**src/rtl/uart_axi_bridge.sv**
```systemverilog
// rtl/uart_axi_bridge.sv - byte-stream command bridge to single AXI4-Lite reads/writes (optional UART_BRIDGE_RX_TIMEOUT_EN)
module uart_axi_bridge #(
    parameter int WIDTH      = 32,
    parameter int ADDR_WIDTH = 32,
    parameter int TIMEOUT    = 1_000_000
) (
    input  logic                  clk,
    input  logic                  rst,
    input  logic [7:0]            rx_data,
    input  logic                  rx_valid,
    output logic                  rx_ready,
    output logic [7:0]            tx_data,
    output logic                  tx_valid,
    input  logic                  tx_ready,
    output logic                  busy,
    output logic [ADDR_WIDTH-1:0] awaddr,
    output logic                  awvalid,
    input  logic                  awready,
    output logic [WIDTH-1:0]      wdata,
    output logic [WIDTH/8-1:0]    wstrb,
    output logic                  wvalid,
    input  logic                  wready,
    input  logic [1:0]            bresp,
    input  logic                  bvalid,
    output logic                  bready,
    output logic [ADDR_WIDTH-1:0] araddr,
    output logic                  arvalid,
    input  logic                  arready,
    input  logic [WIDTH-1:0]      rdata,
    input  logic [1:0]            rresp,
    input  logic                  rvalid,
    output logic                  rready
);

    typedef enum logic [2:0] {IDLE, ADDR, DATA, WR_REQ, WR_RESP, RD_REQ, RD_RESP, SEND} state_t;

    state_t             state;
    logic               is_write;
    logic [1:0]         byte_cnt;
    logic [31:0]        addr_r;
    logic [WIDTH-1:0]   wdata_r;
    logic [WIDTH/8-1:0] wstrb_r;
    logic [WIDTH+7:0]   resp_buf;   // {D3,D2,D1,D0,STATUS}, low byte is on tx_data
    logic [2:0]         tx_len;
    logic               aw_done;
    logic               w_done;
    logic               rx_acc;
    logic               tmo_hit;

    assign rx_acc  = rx_valid && rx_ready;
    assign awaddr  = addr_r[ADDR_WIDTH-1:0];
    assign araddr  = addr_r[ADDR_WIDTH-1:0];
    assign wdata   = wdata_r;
    assign wstrb   = wstrb_r;
    assign tx_data = resp_buf[7:0];

`ifdef UART_BRIDGE_RX_TIMEOUT_EN
    logic [31:0] tmo_cnt;

    assign tmo_hit = (state == ADDR || state == DATA) && !rx_acc && (tmo_cnt == 32'(TIMEOUT - 1));

    // inter-byte idle counter, only live while a command is being collected
    always_ff @(posedge clk) begin
        if (rst)
            tmo_cnt <= '0;
        else if ((state == ADDR || state == DATA) && !rx_acc && !tmo_hit)
            tmo_cnt <= tmo_cnt + 32'd1;
        else
            tmo_cnt <= '0;
    end
`else
    // no inter-byte timeout: a partial command waits for its remaining bytes
    assign tmo_hit = 1'b0 && (TIMEOUT > 0);
`endif

    // command parser, AXI sequencer and response shifter
    always_ff @(posedge clk) begin
        if (rst) begin
            state    <= IDLE;
            rx_ready <= 1'b0;
            tx_valid <= 1'b0;
            busy     <= 1'b0;
            awvalid  <= 1'b0;
            wvalid   <= 1'b0;
            bready   <= 1'b0;
            arvalid  <= 1'b0;
            rready   <= 1'b0;
            is_write <= 1'b0;
            byte_cnt <= '0;
            addr_r   <= '0;
            wdata_r  <= '0;
            wstrb_r  <= '0;
            resp_buf <= '0;
            tx_len   <= '0;
            aw_done  <= 1'b0;
            w_done   <= 1'b0;
        end else begin
            case (state)
                IDLE: begin
                    rx_ready <= 1'b1;
                    if (rx_acc) begin
                        busy <= 1'b1;
                        if (rx_data == 8'h52 || rx_data == 8'h57) begin
                            is_write <= (rx_data == 8'h57);
                            byte_cnt <= '0;
                            state    <= ADDR;
                        end else begin
                            resp_buf <= {{WIDTH{1'b0}}, 8'hE1};
                            tx_len   <= 3'd1;
                            tx_valid <= 1'b1;
                            rx_ready <= 1'b0;
                            state    <= SEND;
                        end
                    end
                end
                ADDR: begin
                    if (rx_acc) begin
                        addr_r   <= {rx_data, addr_r[31:8]};
                        byte_cnt <= byte_cnt + 2'd1;
                        if (byte_cnt == 2'd3) begin
                            if (is_write) begin
                                state <= DATA;
                            end else begin
                                rx_ready <= 1'b0;
                                arvalid  <= 1'b1;
                                state    <= RD_REQ;
                            end
                        end
                    end else if (tmo_hit) begin
                        resp_buf <= {{WIDTH{1'b0}}, 8'hE2};
                        tx_len   <= 3'd1;
                        tx_valid <= 1'b1;
                        rx_ready <= 1'b0;
                        state    <= SEND;
                    end
                end
                DATA: begin
                    if (rx_acc) begin
                        wdata_r  <= {rx_data, wdata_r[WIDTH-1:8]};
                        byte_cnt <= byte_cnt + 2'd1;
                        if (byte_cnt == 2'd3) begin
                            rx_ready <= 1'b0;
                            awvalid  <= 1'b1;
                            wvalid   <= 1'b1;
                            wstrb_r  <= '1;
                            state    <= WR_REQ;
                        end
                    end else if (tmo_hit) begin
                        resp_buf <= {{WIDTH{1'b0}}, 8'hE2};
                        tx_len   <= 3'd1;
                        tx_valid <= 1'b1;
                        rx_ready <= 1'b0;
                        state    <= SEND;
                    end
                end
                WR_REQ: begin
                    // AW and W complete independently; each valid drops after its own handshake
                    if (awvalid && awready) begin
                        awvalid <= 1'b0;
                        aw_done <= 1'b1;
                    end
                    if (wvalid && wready) begin
                        wvalid <= 1'b0;
                        w_done <= 1'b1;
                    end
                    if ((aw_done || (awvalid && awready)) && (w_done || (wvalid && wready))) begin
                        aw_done <= 1'b0;
                        w_done  <= 1'b0;
                        bready  <= 1'b1;
                        state   <= WR_RESP;
                    end
                end
                WR_RESP: begin
                    if (bvalid) begin
                        resp_buf <= {{WIDTH{1'b0}}, 6'b0, bresp};
                        bready   <= 1'b0;
                        tx_len   <= 3'd1;
                        tx_valid <= 1'b1;
                        state    <= SEND;
                    end
                end
                RD_REQ: begin
                    if (arready) begin
                        arvalid <= 1'b0;
                        rready  <= 1'b1;
                        state   <= RD_RESP;
                    end
                end
                RD_RESP: begin
                    if (rvalid) begin
                        resp_buf <= {rdata, 6'b0, rresp};
                        rready   <= 1'b0;
                        tx_len   <= 3'd5;
                        tx_valid <= 1'b1;
                        state    <= SEND;
                    end
                end
                SEND: begin
                    if (tx_ready) begin
                        if (tx_len == 3'd1) begin
                            tx_valid <= 1'b0;
                            busy     <= 1'b0;
                            rx_ready <= 1'b1;
                            state    <= IDLE;
                        end else begin
                            resp_buf <= {8'h00, resp_buf[WIDTH+7:8]};
                            tx_len   <= tx_len - 3'd1;
                        end
                    end
                end
                default: state <= IDLE;
            endcase
        end
    end

endmodule

```
**config.mk**
```make
export PLATFORM = sky130hd
export DESIGN_NAME = uart_axi_bridge
export DESIGN_NICKNAME = d
export VERILOG_FILES = /design/src/rtl/uart_axi_bridge.sv
export SDC_FILE = /design/constraint.sdc
export NUM_CORES = 1
export LEC_CHECK = 0
export CAP_MARGIN = 5
export CORE_MARGIN = 2
export CORE_UTILIZATION = 40
export CTS_BUF_LIST = sky130_fd_sc_hd__clkbuf_2 sky130_fd_sc_hd__clkbuf_4 sky130_fd_sc_hd__clkbuf_8
export DETAILED_ROUTE_END_ITERATION = 16
export GPL_ROUTABILITY_DRIVEN = 0
export MAX_ROUTING_LAYER = met4
export PLACE_DENSITY = 0.82
export REMOVE_ABC_BUFFERS = 1
export SYNTH_ARGS = -nofsm -noshare
export SYNTH_HDL_FRONTEND = slang
export SYNTH_SLANG_ARGS = --single-unit
```
**constraint.sdc**
```tcl
create_clock -name clk -period 2.16 [get_ports clk]
set_input_delay 0.432 -clock clk [delete_from_list [all_inputs] [get_ports clk]]
set_output_delay 0.432 -clock clk [all_outputs]
set_load 0.05 [all_outputs]
```
## Word-level counts from Yosys, hierarchy flattened

Cells that the tools add are included.

| word-level totals | value |
|---|---|
| flip-flop bits (word level) | 124 |
| input bits | 53 |
| output and inout bits | 116 |
| logic and storage cells | 157 |

| cells by class | value |
|---|---|
| $add $sub $neg | 2 |
| equality and inequality tests | 29 |
| mux-type cells | 72 |
| reductions and logical operators | 36 |

Operator list:

| cell | count |
|---|---|
| $mux W40 | 6 |
| $pmux W40 S4 | 1 |
| $mux W3 | 19 |
| $ne A2 B2 Y1 const B | 17 |
| $mux W1 | 32 |
| $pmux W3 S8 | 1 |
| $eq A8 B7 Y1 const B | 2 |
| $reduce_and A4 Y1 | 4 |
| $reduce_bool A2 Y1 | 8 |
| $reduce_and A7 Y1 | 2 |
| $eq A3 B3 Y1 const B | 4 |
| $pmux W1 S2 | 6 |
| $pmux W3 S4 | 1 |
| $reduce_and A3 Y1 | 4 |
| $reduce_and A11 Y1 | 1 |
| $pmux W1 S4 | 2 |
| $reduce_and A2 Y1 | 4 |
| $reduce_and A8 Y1 | 1 |
| $reduce_bool A4 Y1 | 2 |
| $eq A3 B1 Y1 const B | 2 |
| $eq A3 B2 Y1 const B | 2 |
| $mux W2 | 3 |
| $reduce_and A5 Y1 | 1 |
| $logic_and A1 B1 Y1 | 4 |
| 8 further kinds | 10 |

## Depth between registers and ports, before layout

Gate-level depths: netlist of run 1.

| logic depth | value |
|---|---|
| depth after elaboration | 5 |
| mapped depth | 9 |
| gate-level depth less buffers | 7 |

## Worst setup path after synthesis of run 1

Ideal clock, no wire load.

| timing path | value |
|---|---|
| kind | register to register |
| from | reg rx_ready |
| to | reg resp_buf[13] |
| setup time | 0.068 ns |
| data arrival time | 2.078 ns |
| data required time | 2.092 ns |
| slack | 0.014 ns |
| cell stages (with the launch flop) | 9 |
| buffers on the path | 3 |
| clock period less this slack | 2.146 ns |
| cells stage by stage | dfxtp_1 -> nand3b_4 -> and3_1 -> buf_6 -> or2_4 -> or3_1 -> buf_2 -> buf_6 -> o2bb2ai_2 |

| between the ends | value |
|---|---|
| cells in the longest elaborated chain, start to end | 3 |

RTL lines:

| what | RTL line | source |
|---|---|---|
| start, declared | 11 | `output logic rx_ready,` |
| start signal, assigned | 80 | `rx_ready <= 1'b0;` |
| start signal, assigned | 100 | `rx_ready <= 1'b1;` |
| start signal, assigned | 111 | `rx_ready <= 1'b0;` |
| $logic_and A1 B1 Y1 | 50 | `assign rx_acc = rx_valid && rx_ready;` |
| $ne A2 B2 Y1 (no line) | - |  |
| $reduce_and A7 Y1 (no line) | - |  |
| end signal, assigned | 108 | `resp_buf <= {{WIDTH{1'b0}}, 8'hE1};` |
| end signal, assigned | 130 | `resp_buf <= {{WIDTH{1'b0}}, 8'hE2};` |
| end signal, assigned | 149 | `resp_buf <= {{WIDTH{1'b0}}, 8'hE2};` |
| end, declared | 43 | `logic [WIDTH+7:0] resp_buf;` |

Every way passes these cells.
A chain may end at the register's enable or synchronous reset.

## Final worst setup path of run 1

| timing path | value |
|---|---|
| from | reg addr_r[15], in the netlist araddr[15] |
| to | out araddr[15] |

RTL lines:

| what | RTL line | source |
|---|---|---|
| start, declared | 40 | `logic [31:0] addr_r;` |
| start signal, assigned | 118 | `addr_r <= {rx_data, addr_r[31:8]};` |
| end, declared | 26 | `output logic [ADDR_WIDTH-1:0] araddr,` |

No word-level cell between the ends.

==> results of run 1 <==
report_power, final:
part | switching (uW) | internal, uW | total, uW
Combinational | 1460 | 1090 | 2550
Clock | 959 | 1680 | 2640
Sequential | 181 | 2450 | 2630
Total | 2600 | 5220 | 7820
worst register-to-register path, cell delays in order (launching register included):
cell,delay [ns]
sky130_fd_sc_hd__dfxtp_1,0.45
sky130_fd_sc_hd__buf_4,0.20
sky130_fd_sc_hd__nand2b_2,0.21
sky130_fd_sc_hd__nand2_1,0.13
sky130_fd_sc_hd__nor4_4,0.14
sky130_fd_sc_hd__buf_4,0.18
sky130_fd_sc_hd__buf_4,0.20
sky130_fd_sc_hd__mux2i_1,0.26
sky130_fd_sc_hd__nor2_1,0.06
synthesized netlist by cell type (3+ instances only):
library cell                number
sky130_fd_sc_hd__a211oi_1       10
sky130_fd_sc_hd__a21oi_1        81
sky130_fd_sc_hd__a22oi_1         3
sky130_fd_sc_hd__a311oi_1        3
sky130_fd_sc_hd__a31oi_1         4
sky130_fd_sc_hd__and3_1          4
sky130_fd_sc_hd__buf_1           5
sky130_fd_sc_hd__buf_2           9
sky130_fd_sc_hd__buf_4          44
sky130_fd_sc_hd__buf_6           3
sky130_fd_sc_hd__clkbuf_1       28
sky130_fd_sc_hd__dfxtp_1       124
sky130_fd_sc_hd__ha_1            3
sky130_fd_sc_hd__inv_1           4
sky130_fd_sc_hd__mux2i_1        26
sky130_fd_sc_hd__nand2_1       142
sky130_fd_sc_hd__nand2b_1       15
sky130_fd_sc_hd__nand3_1        17
sky130_fd_sc_hd__nand3b_1        4
sky130_fd_sc_hd__nor2_1         27
sky130_fd_sc_hd__nor3_1          5
sky130_fd_sc_hd__o21a_1          3
sky130_fd_sc_hd__o21ai_0        15
sky130_fd_sc_hd__o2bb2ai_1       3
sky130_fd_sc_hd__o2bb2ai_2      20
sky130_fd_sc_hd__or2_2           3
sky130_fd_sc_hd__or3_1           3
sequential cells by signal, indices dropped and copies added (netlist names), 2 cells and up:
register  cells
araddr       32
state         3
byte_cnt      2
tx_len        3
resp_buf     40
wdata        32
per-stage QoR:
| stage | util (%) | TNS, ns | instance area (um2) | setup slack, ns |
|---|---|---|---|---|
| 2_1_floorplan | - | -148.60 | 5000 | -2.49 |
| 3_3_place_gp | 54.8 | -12.22 | 7340 | -0.306 |
| 3_5_place_dp | 54.8 | -13.09 | 7340 | -0.343 |
| 4_1_cts | 58.7 | 0 | 7870 | 0.00777 |
| 5_1_grt | 59.0 | 0 | 7910 | 0.00483 |
| 6_report | 59.0 | 0 | 7910 | 0.0519 |
repair_timing:
action                     in CTS  in global routing
hold buffers                    0                  0
setup endpoints to repair       0                 14
setup buffers                   0                  0
gates resized for setup         0                 16
layout make-up:
| cell class | count | area [um2] | share of cell area, % |
|---|---|---|---|
| Multi-Input combinational cell | 424 | 2540 | 32.1 |
| Sequential cell | 124 | 2480 | 31.4 |
| Clock inverter | 13 | 260 | 3.29 |
| Inverter | 4 | 15.0 | 0.190 |
| Timing Repair Buffer | 213 | 2130 | 26.9 |
| Tap cell | 176 | 220 | 2.78 |
| Clock buffer | 19 | 262 | 3.31 |
logic make-up (layout without fill, tap and decap cells):
logic type | count (synthesis) | in the layout
compound gates | 159 | 159
xor+xnor | 2 | 2
fa+ha+maj | 3 | 3
buf+inv | 93 | 249
flops | 124 | 124
mux | 28 | 28
simple gates | 232 | 232
routing by layer:
metal / track usage, % / vias up
met5: - / -
li1: - / 2456
met1: 25.4 / 2348
met2: 33.4 / 177
met4: 8.69 / 0
met3: 4.63 / 24
worst max-delay path by stage:
stage                       startpoint                        end  slack (ns)
2_1_floorplan    state[0]$_SDFFE_PP0P_  resp_buf[10]$_SDFFE_PP0P_       -2.49
5_1_grt        araddr[30]$_SDFFE_PP0P_                 araddr[30]       0.005
4_1_cts        araddr[27]$_SDFFE_PP0P_                 awaddr[27]       0.008
3_5_place_dp                rx_data[3]      rx_ready$_SDFFE_PP0P_       -0.34
3_3_place_gp                rx_data[3]  resp_buf[11]$_SDFFE_PP0P_       -0.31
6_report       araddr[15]$_SDFFE_PP0P_                 araddr[15]        0.05
==> run_results.csv, run 1 <==
group,metric,value,unit
power_and_ir_drop,max-vdd-ir-drop,0.649,mV
floorplanning,die_height,122,um
sta,slew-limit-headroom,62.3,%
worst_setup_path,setup.worst_path.start_class,"flop",
clock_network,cts_buffer_depth,2,
sta,clock_skew,0.00991,ns
worst_setup_path,timing.reg2reg.setup_slack,0.24,ns
floorplanning,full_die_area,14800,um2
hold_path,min_path_type,"in2reg",
grt,wire_length_of_the_first_global_routing_pass,23.6,mm
floorplanning,floorplan.initialDensity,41.3,%
sta,timing.final.crit_share,97.6,%
floorplanning,die_w,122,um
clock_network,insertion_delay,0.44,ns
sta,final_hold_viol_count,0,
drt,firstDrtPassIters,4,
synthesis,number_of_flops_mapped_to_enable_cells_by_yosys,0,
synthesis,post_synth_xor_area_fraction,0.316,%
grt,grt_start_max_net_pins,66,
worst_setup_path,worst-setup-path-type,"reg2out",
hold_path,count_of_cells_along_the_worst_hold_path,2,
power_and_ir_drop,p_leak,0.00295,uW
sta,final_max_slew_viol_count,0,
drt,postRouteWirelength,14.6,mm
synthesis,post_synth_instance_area,5540,um2
drt,wl_met2,7.09,mm
drt,via_count,5005,
final_layout,highest_count_cells_in_the_layout_ignoring_fill_and_taps,"155 x sky130_fd_sc_hd__clkdlybuf4s50_1, 142 x sky130_fd_sc_hd__nand2_1, 122 x sky130_fd_sc_hd__dfxtp_1",
floorplanning,num_io_pins,169,
synthesis,synth_top_family_by_area,"compound AO/OA/AOI/OAI gates",
synthesis,post_synth_fa_ha_maj_area_fraction,0.678,%
sta,post_route_worst_hold_slack,0.356,ns
drt,met3_wirelength,884,um
hold_path,hp-start,"rst",
power_and_ir_drop,finalPower,7820,uW
synthesis,async_flop_share,0,%
clock_network,cts.reportedPaths.clkPinSlew,0.08,ns
clock_network,cts.sinks,124,
synthesis,post_synth_simple_gate_area,18.8,%
drt,maxUsedRoutingLayer,"met4",
synthesis,ys_seq_area_share,44.8,%
synthesis,post_synth_num_cell_types,53,
worst_setup_path,cp.required,1.73,ns
synthesis,synth_compound_area_share,20.4,%
final_layout,insertedDiodeCount,0,
sta,report.final.setup_viol,0,
synthesis,synthDominantCellAreaShare,44.8,%
final_layout,final_cells,973,
drt,wl_per_cell,15.0,um
sta,grt_setup_unrepaired,"no",
worst_setup_path,cp_cell_sequence,"clkdlybuf4s50_1",
grt,global_route.usage.total,20.8,%
worst_setup_path,critical_path_at,1.68,ns
synthesis,muxShareOfSynthArea,5.11,%
worst_setup_path,cp_slowest_stage_delay,0.84,ns
placement,dp.cells,941,
worst_setup_path,cpMaxStageDelayCell,"sky130_fd_sc_hd__clkdlybuf4s50_1",
floorplanning,core_outline_area,13400,um2
drt,route.detailed.drc,0,
clock_network,htree_num_levels,4,
placement,placement.io_buffers,168,
synthesis,ys_top_cells_by_area,"sky130_fd_sc_hd__dfxtp_1 45%, sky130_fd_sc_hd__nand2_1 9.6%, sky130_fd_sc_hd__a21oi_1 7.3%, sky130_fd_sc_hd__buf_4 6.0%, sky130_fd_sc_hd__o2bb2ai_2 5.4%",
worst_setup_path,crit_cells,1,
final_layout,num-fill-cells,1133,
run_status,result_of_the_run,"finished, final reports clean",
synthesis,postSynthRegisterBits,124,
grt,grt.overflow.total,0,
grt,antenna_found_initial,0,
drt,drt_iter0_drc,333,
worst_setup_path,critical_path.max_fanout,4,
worst_setup_path,endpoint_kind,"output pin",
floorplanning,core.rowCount,42,
drt,final_antenna_net_count,0,
sta,fmax,474,MHz
clock_network,cts_inserted_buffers,17,
final_layout,most_common_cell_after_layout_fill_and_taps_aside,"sky130_fd_sc_hd__clkdlybuf4s50_1",
synthesis,avgSynthCellArea,8.64,um2
drt,route.detailed.vias_per_inst,5.14,
grt,grt_pass1_vias,4780,
worst_setup_path,worstRegToRegCells,8,
worst_setup_path,critPathBufInv,1,
hold_path,holdPathEnd,"resp_buf[4]$_SDFFE_PP0P_",
clock_network,clock-root-buffer,"sky130_fd_sc_hd__clkbuf_8",
sta,final.min_clock_period,2.11,ns
synthesis,synth.largest_area_cell,"sky130_fd_sc_hd__dfxtp_1",
drt,m1WireLength,6.27,mm
clock_network,cts_tree,"yes",
power_and_ir_drop,power_density,989,nW/um2
final_layout,area_delta_synth_final,42.9,%
synthesis,synth_top_flop_cell,"sky130_fd_sc_hd__dfxtp_1",
worst_setup_path,worst_r2r_startpoint,"state[1]$_SDFFE_PP0P_",
worst_setup_path,cpLargestDelayFamily,"buffers and inverters",
final_layout,fraction_of_layout_instances_using_a_drive_strength_above_1,15.1,%
synthesis,syn-instance-count,641,
synthesis,yosys_warnings,0,
placement,post-dp-hpwl,10.5,mm
worst_setup_path,timing.rr.end,"resp_buf[8]$_SDFFE_PP0P_",
sta,timing_worst_slew_pin_value,0.564,ns
job,max_cap_violations,0,
final_layout,final_nets,840,
Note: power is estimated with default switching activity, not from simulation.
==> inputs of run 2 (changes only) <==
--- a/config.mk
+++ b/config.mk
@@ -5,6 +5,7 @@
 export SDC_FILE = /design/constraint.sdc
 export NUM_CORES = 1
 export LEC_CHECK = 0
+export ABC_CLOCK_PERIOD_IN_PS = 2160
 export CAP_MARGIN = 5
 export CORE_MARGIN = 2
 export CORE_UTILIZATION = 40
==> results of run 2 <==
Final layout, timing and power as in run 1 (identical DEF).
